<file path="config.mk">
export PLATFORM = sky130hd
export DESIGN_NAME = cv32e40p_recovery_sequencer
export DESIGN_NICKNAME = d
export VERILOG_FILES = /design/src/rtl/cv32e40p_recovery_sequencer.sv
export SDC_FILE = /design/constraint.sdc
export NUM_CORES = 1
export LEC_CHECK = 0
export ABC_AREA = 0
export BUFFER_PORTS_ARGS = -buffer_cell sky130_fd_sc_hd__buf_2
export CORE_ASPECT_RATIO = 0.7
export CORE_MARGIN = 5
export CORE_UTILIZATION = 36
export DETAILED_ROUTE_END_ITERATION = 8
export PLACE_DENSITY = 0.8
export SYNTH_ARGS = -nofsm -noshare
export SYNTH_HDL_FRONTEND = slang
export SYNTH_SLANG_ARGS = --single-unit
</file>
<file path="constraint.sdc">
create_clock -name clk_i -period 2.35 [get_ports clk_i]
set_input_delay 0 -clock clk_i [delete_from_list [all_inputs] [get_ports clk_i]]
set_output_delay 0 -clock clk_i [all_outputs]
set_load 0.005 [all_outputs]
</file>
<file path="src/rtl/cv32e40p_recovery_sequencer.sv">
// Rollback sequencer for cv32e40p: holds the core in setback, replays a checkpointed
// register file through the two recovery write ports, then pulses PC/CSR recovery.
module cv32e40p_recovery_sequencer #(
    parameter int NUM_REGS       = 32,
    parameter int SETBACK_CYCLES = 2,
    parameter int ADDR_WIDTH     = 6
) (
    input  logic                  clk_i,
    input  logic                  rst_i,
    input  logic                  start_i,
    input  logic                  ckpt_valid_i,
    output logic [ADDR_WIDTH-1:0] ckpt_raddr_a_o,
    output logic [ADDR_WIDTH-1:0] ckpt_raddr_b_o,
    input  logic [31:0]           ckpt_rdata_a_i,
    input  logic [31:0]           ckpt_rdata_b_i,
    output logic                  setback_o,
    output logic                  recover_o,
    output logic                  regfile_we_a_o,
    output logic [ADDR_WIDTH-1:0] regfile_waddr_a_o,
    output logic [31:0]           regfile_wdata_a_o,
    output logic                  regfile_we_b_o,
    output logic [ADDR_WIDTH-1:0] regfile_waddr_b_o,
    output logic [31:0]           regfile_wdata_b_o,
    output logic                  pc_recover_o,
    output logic                  busy_o,
    output logic                  done_o,
    output logic                  error_o,
    output logic                  overrun_o
);

    localparam int PAIRS    = NUM_REGS / 2;
    localparam int CNT_MAX  = (SETBACK_CYCLES > PAIRS) ? SETBACK_CYCLES : PAIRS;
    localparam int CNT_BITS = $clog2(CNT_MAX + 1);
    localparam int CNT_W    = (CNT_BITS > ADDR_WIDTH) ? CNT_BITS : ADDR_WIDTH;

    localparam logic [CNT_W-1:0] HALT_LAST = CNT_W'(SETBACK_CYCLES - 1);
    // RF_RESTORE runs one extra cycle (count == PAIRS) to drain the last write.
    localparam logic [CNT_W-1:0] RF_LAST   = CNT_W'(PAIRS);

    typedef enum logic [2:0] {
        ST_IDLE       = 3'd0,
        ST_HALT       = 3'd1,
        ST_RF_RESTORE = 3'd2,
        ST_PC_RESTORE = 3'd3,
        ST_DONE       = 3'd4
    } state_t;

    state_t                state_r;
    state_t                state_s;
    logic [CNT_W-1:0]      cnt_r;
    logic [CNT_W-1:0]      cnt_s;
    logic                  error_s;
    logic                  overrun_s;
    logic                  busy_s;
    logic                  issue_s;
    logic                  we_s;
    logic [ADDR_WIDTH-1:0] raddr_a_s;
    logic [ADDR_WIDTH-1:0] raddr_b_s;
    logic [ADDR_WIDTH-1:0] waddr_a_s;
    logic [ADDR_WIDTH-1:0] waddr_b_s;

    function automatic logic [ADDR_WIDTH-1:0] pair_addr(input logic [CNT_W-1:0] pair,
                                                        input logic odd);
        return {pair[ADDR_WIDTH-2:0], odd};
    endfunction

    // Next-state and counter sequencing.
    always_comb begin
        state_s = state_r;
        cnt_s   = cnt_r;
        error_s = 1'b0;
        case (state_r)
            ST_IDLE, ST_DONE: begin
                if (start_i) begin
                    if (ckpt_valid_i) begin
                        state_s = ST_HALT;
                        cnt_s   = {CNT_W{1'b0}};
                    end else begin
                        state_s = ST_IDLE;
                        error_s = 1'b1;
                    end
                end else begin
                    state_s = ST_IDLE;
                end
            end
            ST_HALT: begin
                if (cnt_r == HALT_LAST) begin
                    state_s = ST_RF_RESTORE;
                    cnt_s   = {CNT_W{1'b0}};
                end else begin
                    cnt_s = cnt_r + CNT_W'(1);
                end
            end
            ST_RF_RESTORE: begin
                if (cnt_r == RF_LAST) begin
                    state_s = ST_PC_RESTORE;
                    cnt_s   = {CNT_W{1'b0}};
                end else begin
                    cnt_s = cnt_r + CNT_W'(1);
                end
            end
            ST_PC_RESTORE: begin
                state_s = ST_DONE;
            end
            default: begin
                state_s = ST_IDLE;
                cnt_s   = {CNT_W{1'b0}};
            end
        endcase
    end

    // Output pre-decode: read issue follows the next state, the write stage trails one cycle.
    always_comb begin
        busy_s  = (state_s == ST_HALT) || (state_s == ST_RF_RESTORE) || (state_s == ST_PC_RESTORE);
        issue_s = (state_s == ST_RF_RESTORE) && (cnt_s != RF_LAST);
        we_s    = (state_r == ST_RF_RESTORE) && (cnt_r != RF_LAST);
        if (issue_s) begin
            raddr_a_s = pair_addr(cnt_s, 1'b0);
            raddr_b_s = pair_addr(cnt_s, 1'b1);
        end else begin
            raddr_a_s = {ADDR_WIDTH{1'b0}};
            raddr_b_s = {ADDR_WIDTH{1'b0}};
        end
        if (we_s) begin
            waddr_a_s = pair_addr(cnt_r, 1'b0);
            waddr_b_s = pair_addr(cnt_r, 1'b1);
        end else begin
            waddr_a_s = {ADDR_WIDTH{1'b0}};
            waddr_b_s = {ADDR_WIDTH{1'b0}};
        end
        if (start_i && busy_o) begin
            overrun_s = 1'b1;
        end else begin
            overrun_s = overrun_o;
        end
    end

    // State, counter and registered outputs.
    always_ff @(posedge clk_i) begin
        if (rst_i) begin
            state_r           <= ST_IDLE;
            cnt_r             <= {CNT_W{1'b0}};
            ckpt_raddr_a_o    <= {ADDR_WIDTH{1'b0}};
            ckpt_raddr_b_o    <= {ADDR_WIDTH{1'b0}};
            setback_o         <= 1'b0;
            recover_o         <= 1'b0;
            regfile_we_a_o    <= 1'b0;
            regfile_waddr_a_o <= {ADDR_WIDTH{1'b0}};
            regfile_we_b_o    <= 1'b0;
            regfile_waddr_b_o <= {ADDR_WIDTH{1'b0}};
            pc_recover_o      <= 1'b0;
            busy_o            <= 1'b0;
            done_o            <= 1'b0;
            error_o           <= 1'b0;
            overrun_o         <= 1'b0;
        end else begin
            state_r           <= state_s;
            cnt_r             <= cnt_s;
            ckpt_raddr_a_o    <= raddr_a_s;
            ckpt_raddr_b_o    <= raddr_b_s;
            setback_o         <= (state_s == ST_HALT);
            recover_o         <= busy_s;
            regfile_we_a_o    <= we_s;
            regfile_waddr_a_o <= waddr_a_s;
            regfile_we_b_o    <= we_s;
            regfile_waddr_b_o <= waddr_b_s;
            pc_recover_o      <= (state_s == ST_PC_RESTORE);
            busy_o            <= busy_s;
            done_o            <= (state_s == ST_DONE);
            error_o           <= error_s;
            overrun_o         <= overrun_s;
        end
    end

    // Checkpoint data arrives one cycle after its address, i.e. in the write cycle itself.
    assign regfile_wdata_a_o = regfile_we_a_o ? ckpt_rdata_a_i : 32'h0000_0000;
    assign regfile_wdata_b_o = regfile_we_b_o ? ckpt_rdata_b_i : 32'h0000_0000;

endmodule

</file>
== Word level (Yosys, flattened, before mapping) ==
Index checks and enable logic that the tools add are counted.

* Input port bits: 68
* Memories: 0
* Bits in read-only memories: 0
* Latch bits: 0
* Memory bits (writable): 0
* Flip-flop bits (word level): 30

* Bitwise logic cells: 4
* Multiplexer cells: 15
* Equality and inequality tests: 12
* Shift operators: 0
* Divide/modulo/power cells: 0
* Add/subtract/negate cells: 1
* Multiply operators: 0
* Reduce and logical (&&, ||, !) cells: 10
* Order comparisons: 0

{| class="wikitable"
|+ Operator list
! operator !! count
|-
| two-way mux 32 bit || 2
|-
| two-way mux 6 bit || 4
|-
| case mux 6 bit (4 select lines) || 1
|-
| == test 3 x 2 -> 1 bit, second input constant || 4
|-
| != test 6 x 5 -> 1 bit, second input constant || 2
|-
| case mux 3 bit (4 select lines) || 1
|-
| two-way mux 3 bit || 3
|-
| adder 6 x 1 -> 6 bit, second input constant || 1
|-
| == test 3 x 1 -> 1 bit, second input constant || 2
|-
| == test 3 bit, second input constant || 2
|-
| == test 6 x 1 -> 1 bit, second input constant || 1
|-
| == test 6 x 5 -> 1 bit, second input constant || 1
|-
| OR reduction 2 bit || 3
|-
| two-way mux 1 bit || 4
|-
| NOT 1 bit || 4
|-
| logical AND 1 bit || 3
|-
| logical NOT 3 bit || 1
|-
| OR reduction 3 bit || 1
|-
| logical OR 1 bit || 2
|}

== Logic depth before layout (Yosys ltp) ==
* Word-level depth: 7
* Mapped depth: 8

== Worst setup path before layout ==
No wires, ideal clock.

* Kind: register to register
* Start point: register cnt_r[1]
* End point: register ckpt_raddr_b_o[5]
* Stages on the path, launching flop included: 8
* Data arrival time: 1.657 ns
* Required time: 2.272 ns
* Path slack: 0.616 ns
* Cell sequence: dfxtp_1 inv_1 ha_1 or4b_4 o21ai_2 a21o_1 nand3_2 nor3_1

* Word-level cells in the longest chain between the ends: 7
* Elaborated cells on any way between the ends: 16
* Those cells by class: add/sub (1); eq/ne (4); mux (8); bitwise (1); reduce/logical (2)

{| class="wikitable"
|+ RTL lines
! element !! RTL line !! text
|-
| start: declaration || 50 || <nowiki>logic [CNT_W-1:0] cnt_r;</nowiki>
|-
| start signal: assignment || 142 || <nowiki>cnt_r <= {CNT_W{1'b0}};</nowiki>
|-
| start signal: assignment || 158 || <nowiki>cnt_r <= cnt_s;</nowiki>
|-
| adder 6 x 1 -> 6 bit, or another cell as far along || 91, 99 ||
|-
| two-way mux 6 bit, or another cell as far along || 95 || <nowiki>if (cnt_r == RF_LAST) begin</nowiki>
|-
| case mux 6 bit (4 select lines) / case mux 3 bit (4 select lines) (equally long branches) || 72 || <nowiki>case (state_r)</nowiki>
|-
| != test 6 x 5 -> 1 bit / == test 3 x 2 -> 1 bit (equally long branches) || 115 || <nowiki>issue_s = (state_s == ST_RF_RESTORE) && (cnt_s != RF_LAST);</nowiki>
|-
| logical AND 1 bit || 115 ||
|-
| NOT 1 bit (no line) || -- ||
|-
| OR reduction 2 bit (no line) || -- ||
|-
| end signal: assignment || 144 || <nowiki>ckpt_raddr_b_o <= {ADDR_WIDTH{1'b0}};</nowiki>
|-
| end signal: assignment || 160 || <nowiki>ckpt_raddr_b_o <= raddr_b_s;</nowiki>
|-
| end: declaration || 13 || <nowiki>output logic [ADDR_WIDTH-1:0] ckpt_raddr_b_o,</nowiki>
|}

Parallel ways exist; a longest one is shown, timed or not.
A chain may end at the register's enable or synchronous reset.

== Worst setup path in the final report ==
* Start point: register cnt_r[0]
* End point: register ckpt_raddr_b_o[5]

Same word-level chain as after synthesis.

==> key figures <==
Outcome
  – Status: completed

Yosys
  – #FFs+latches synth: 27
  – EDFF count, synth: 0
  – Main synth FF type: dfxtp_1
  – Post-Synthesis Cells: around 210
  – Synth warnings: 0
  – Avg Inst Size Synth: between 7 and 8 um^2
  – Post-Syn Area: about 1700 um^2
  – Synth top area share: 0.318
  – Async SR Flop Fraction: 0
  – Ranking of synthesized cells by area: dfxtp_1, and2_1, buf_4
  – Sequential fraction of the synthesis area: 0.318
  – Post-synthesis cell type count: about 40
  – Area leader, netlist: dfxtp_1

Power
  – PwrDens: roughly 360 nW/um^2
  – Final Total Pwr: between 800 and 900 uW
  – Leakage: 0.00143 uW
  – Max IR drop VDD: approximately 280 uV

Timing
  – Final period util: 0.898
  – Final setup viols: 0
  – Post-route minimum period: about 2100 ps
  – RSZ-0062 raised after global routing: false
  – Final Max Slew Viols: 0
  – FMAX: 474 MHz
  – Skew final: ~5.4 ps
  – Worst Tran Pin Value: 624 ps
  – Final hold vios: 0
  – Setup Total Neg Slack: 0 ps
  – Slew headroom: 0.584

Global route
  – Total gr overflow: 0
  – Initial antenna violation count: 2
  – Tot GR Track Use: 0.205
  – Vias in the first global route: around 1.8k
  – First-pass GRT wire length: 9860 um
  – Largest net degree at the start of global routing: 68

Setup path
  – CP Capture Type: flip-flop
  – Cell family with most CP delay: simple AND/OR/NAND/NOR gates
  – R2r setup slk: roughly 240 ps
  – Bufs and invs on worst path: 0
  – CP Class: flip-flop to flip-flop
  – Crit start category: flip-flop
  – Worst-path maximum fanout: 10
  – Max incr delay on CP: approximately 520 ps
  – Worst Path Arrival: about 2300 ps
  – Req. time, crit path: about 2600 ps
  – Crit-path cells: ha_1 > or4b_4 > nor3_1 > o21a_2 > nand3_2 > nor3_1
  – Crit-path most repeated cell: nor3_1
  – CP max-delay cell: dfxtp_1

Layout
  – Fillers: ~420
  – Fraction of layout cells with a size suffix above 1: 0.499
  – Layout area overhead: 45.7%
  – Final #Nets: 425

Place
  – Post-DP HPWL: ~5900 um
  – Placer congestion estimate: just over 0.9
  – Port bufs: around 160

Detailed routing
  – Total Routed Length: between 6000 and 7000 um
  – Post-DRT Antenna Nets: 0
  – DR vias/cell: about 4.7
  – TritonRoute pass-1 iters: 4
  – Post-route DRC: 0
  – Drt initial violations: 89
  – Wirelength per Cell: about 17 um
  – Routed via count: 1942

Die
  – Starting Density: 0.381
  – Row cnt: 20
  – Die width: 92.1 um
  – Die area: 6210 um^2
  – I/O pins: ~170
  – Die Ht: around 67 um
  – Core area: approximately 4500 um^2

Clock network
  – Postcts setup bufs: 0
  – Clock Sinks: 27
  – Num CTS Buffers: 3
  – Post-CTS sizing: 0
  – Clk slew on worst S/H paths: about 100 ps
  – Hold_buf cts: 0
  – H-Tree Depth: 1
  – CTS root buffer: clkbuf_8
  – CTS tree: built
  – Clk Latency, worst-skew pair: 270 ps
  – Maximum root-to-sink buffer count: 2

Run
  – Max Cap Violations: 0

Worst hold path
  – Hold Crit Class: input port to flip-flop
[layer usage]
metal	vias to the layer above	wire length, um	GRT usage
li1	969	-	-
met1	863	2860	0.261
met2	92	3230	0.326
met3	14	701	0.0891
met4	4	146	0.0426
met5	-	27	0
[metrics by stage]
step / hold WS [ps] / setup WS (ps) / cells / instance area (um^2) / util
final: 9.54 / 240 / 409 / 2470 / 0.555
after floorplan: 116 / 616 / 214 / 1700 / -
after detailed placement: 276 / 263 / 404 / 2420 / 0.544
after global placement: 274 / 367 / 404 / 2420 / 0.544
after global routing: 18.6 / 89.3 / 408 / 2470 / 0.555
after CTS: 13.7 / 238 / 408 / 2470 / 0.555
[cell type report]
type	count	area (um^2)	share of cell area
Clock inverter	1	7.51	0.00303
Clock buffer	3	41.3	0.0167
Sequential cell	27	541	0.219
Timing Repair Buffer	164	826	0.334
Tap cell	55	68.8	0.0278
Multi-Input combinational cell	155	976	0.395
Inverter	3	11.3	0.00455
Antenna cell	1	2.50	0.00101
[flip-flops by register name (all words and copies together) (netlist names)]
name,count
regfile_waddr_b_o,5
pc_recover_o,1
state_r,3
error_o,1
cnt_r,6
setback_o,1
done_o,1
ckpt_raddr_b_o,6
overrun_o,1
regfile_we_b_o,1
busy_o,1
[Yosys cell counts, types with 2 or more instances]
master and count:
nor4_1 2, nor2_1 15, buf_4 15, nand2_1 5, nor2b_1 3, nand2b_1 5, a21o_1 2, a21oi_1 10
nor3_1 6, nand3_1 5, and3_1 4, clkbuf_1 12, o21ai_2 2, a221oi_1 2, inv_1 3, a211oi_1 3
dfxtp_1 27, and2_1 66, o2bb2ai_1 2, ha_1 3
[logic make-up (layout without fill, tap and decap cells)]
logic type | Yosys count | count (layout) | share of synthesized area
adders and majority gates | 3 | 3 | 0.0221
xor gates and xnor gates | 2 | 2 | 0.0103
DFF | 27 | 27 | 0.318
buffers and inverters | 32 | 171 | 0.109
muxes | 1 | 1 | 0.00590
other | 1 | 3 | 0.00221
and+or+nand+nor | 118 | 118 | 0.413
AOI/OAI and AO/OA | 29 | 29 | 0.119
[power breakdown]
part	total, uW	leakage [uW]	internal [uW]	switching (uW)
Combinational	146	0.00119	76.6	69.6
Sequential	476	0.000218	466	9.78
Clock	271	0.0000217	120	151
[worst reg2reg max path, cell delays in order, from the launching register on]
cell     delay, ps
dfxtp_1        520
ha_1           190
or4b_4         480
nor3_1         240
o21a_2         180
nand3_2        170
nor3_1         250
[path summary, 6_finish.rpt]
kind	startpoint	end	depth (start not counted)
worst max register to register	cnt_r[0]	ckpt_raddr_b_o[5]	6
worst min register to register	overrun_o	overrun_o	2
worst min-delay path	start_i	overrun_o	3
worst max-delay path	cnt_r[0]	ckpt_raddr_b_o[5]	6
[layout by cell type (no fill, tap or decap), types with 2 or more instances in the layout]
master / Yosys / layout
nor2_1: 15 / 15
a21oi_1: 10 / 10
dfxtp_1: 27 / 27
a221oi_1: 2 / 2
buf_2: 1 / 162
a211oi_1: 3 / 3
nor3_1: 6 / 6
nand2b_1: 5 / 5
nor4_1: 2 / 2
ha_1: 3 / 3
nand3_1: 5 / 5
and3_1: 4 / 4
o21ai_2: 2 / 2
and2_1: 66 / 66
a21o_1: 2 / 2
inv_1: 3 / 3
conb_1: 1 / 2
buf_4: 15 / 2
nor2b_1: 3 / 3
clkbuf_8: 0 / 3
nand2_1: 5 / 5
o2bb2ai_1: 2 / 2
No activity file was read; power rests on OpenSTA's default activity.
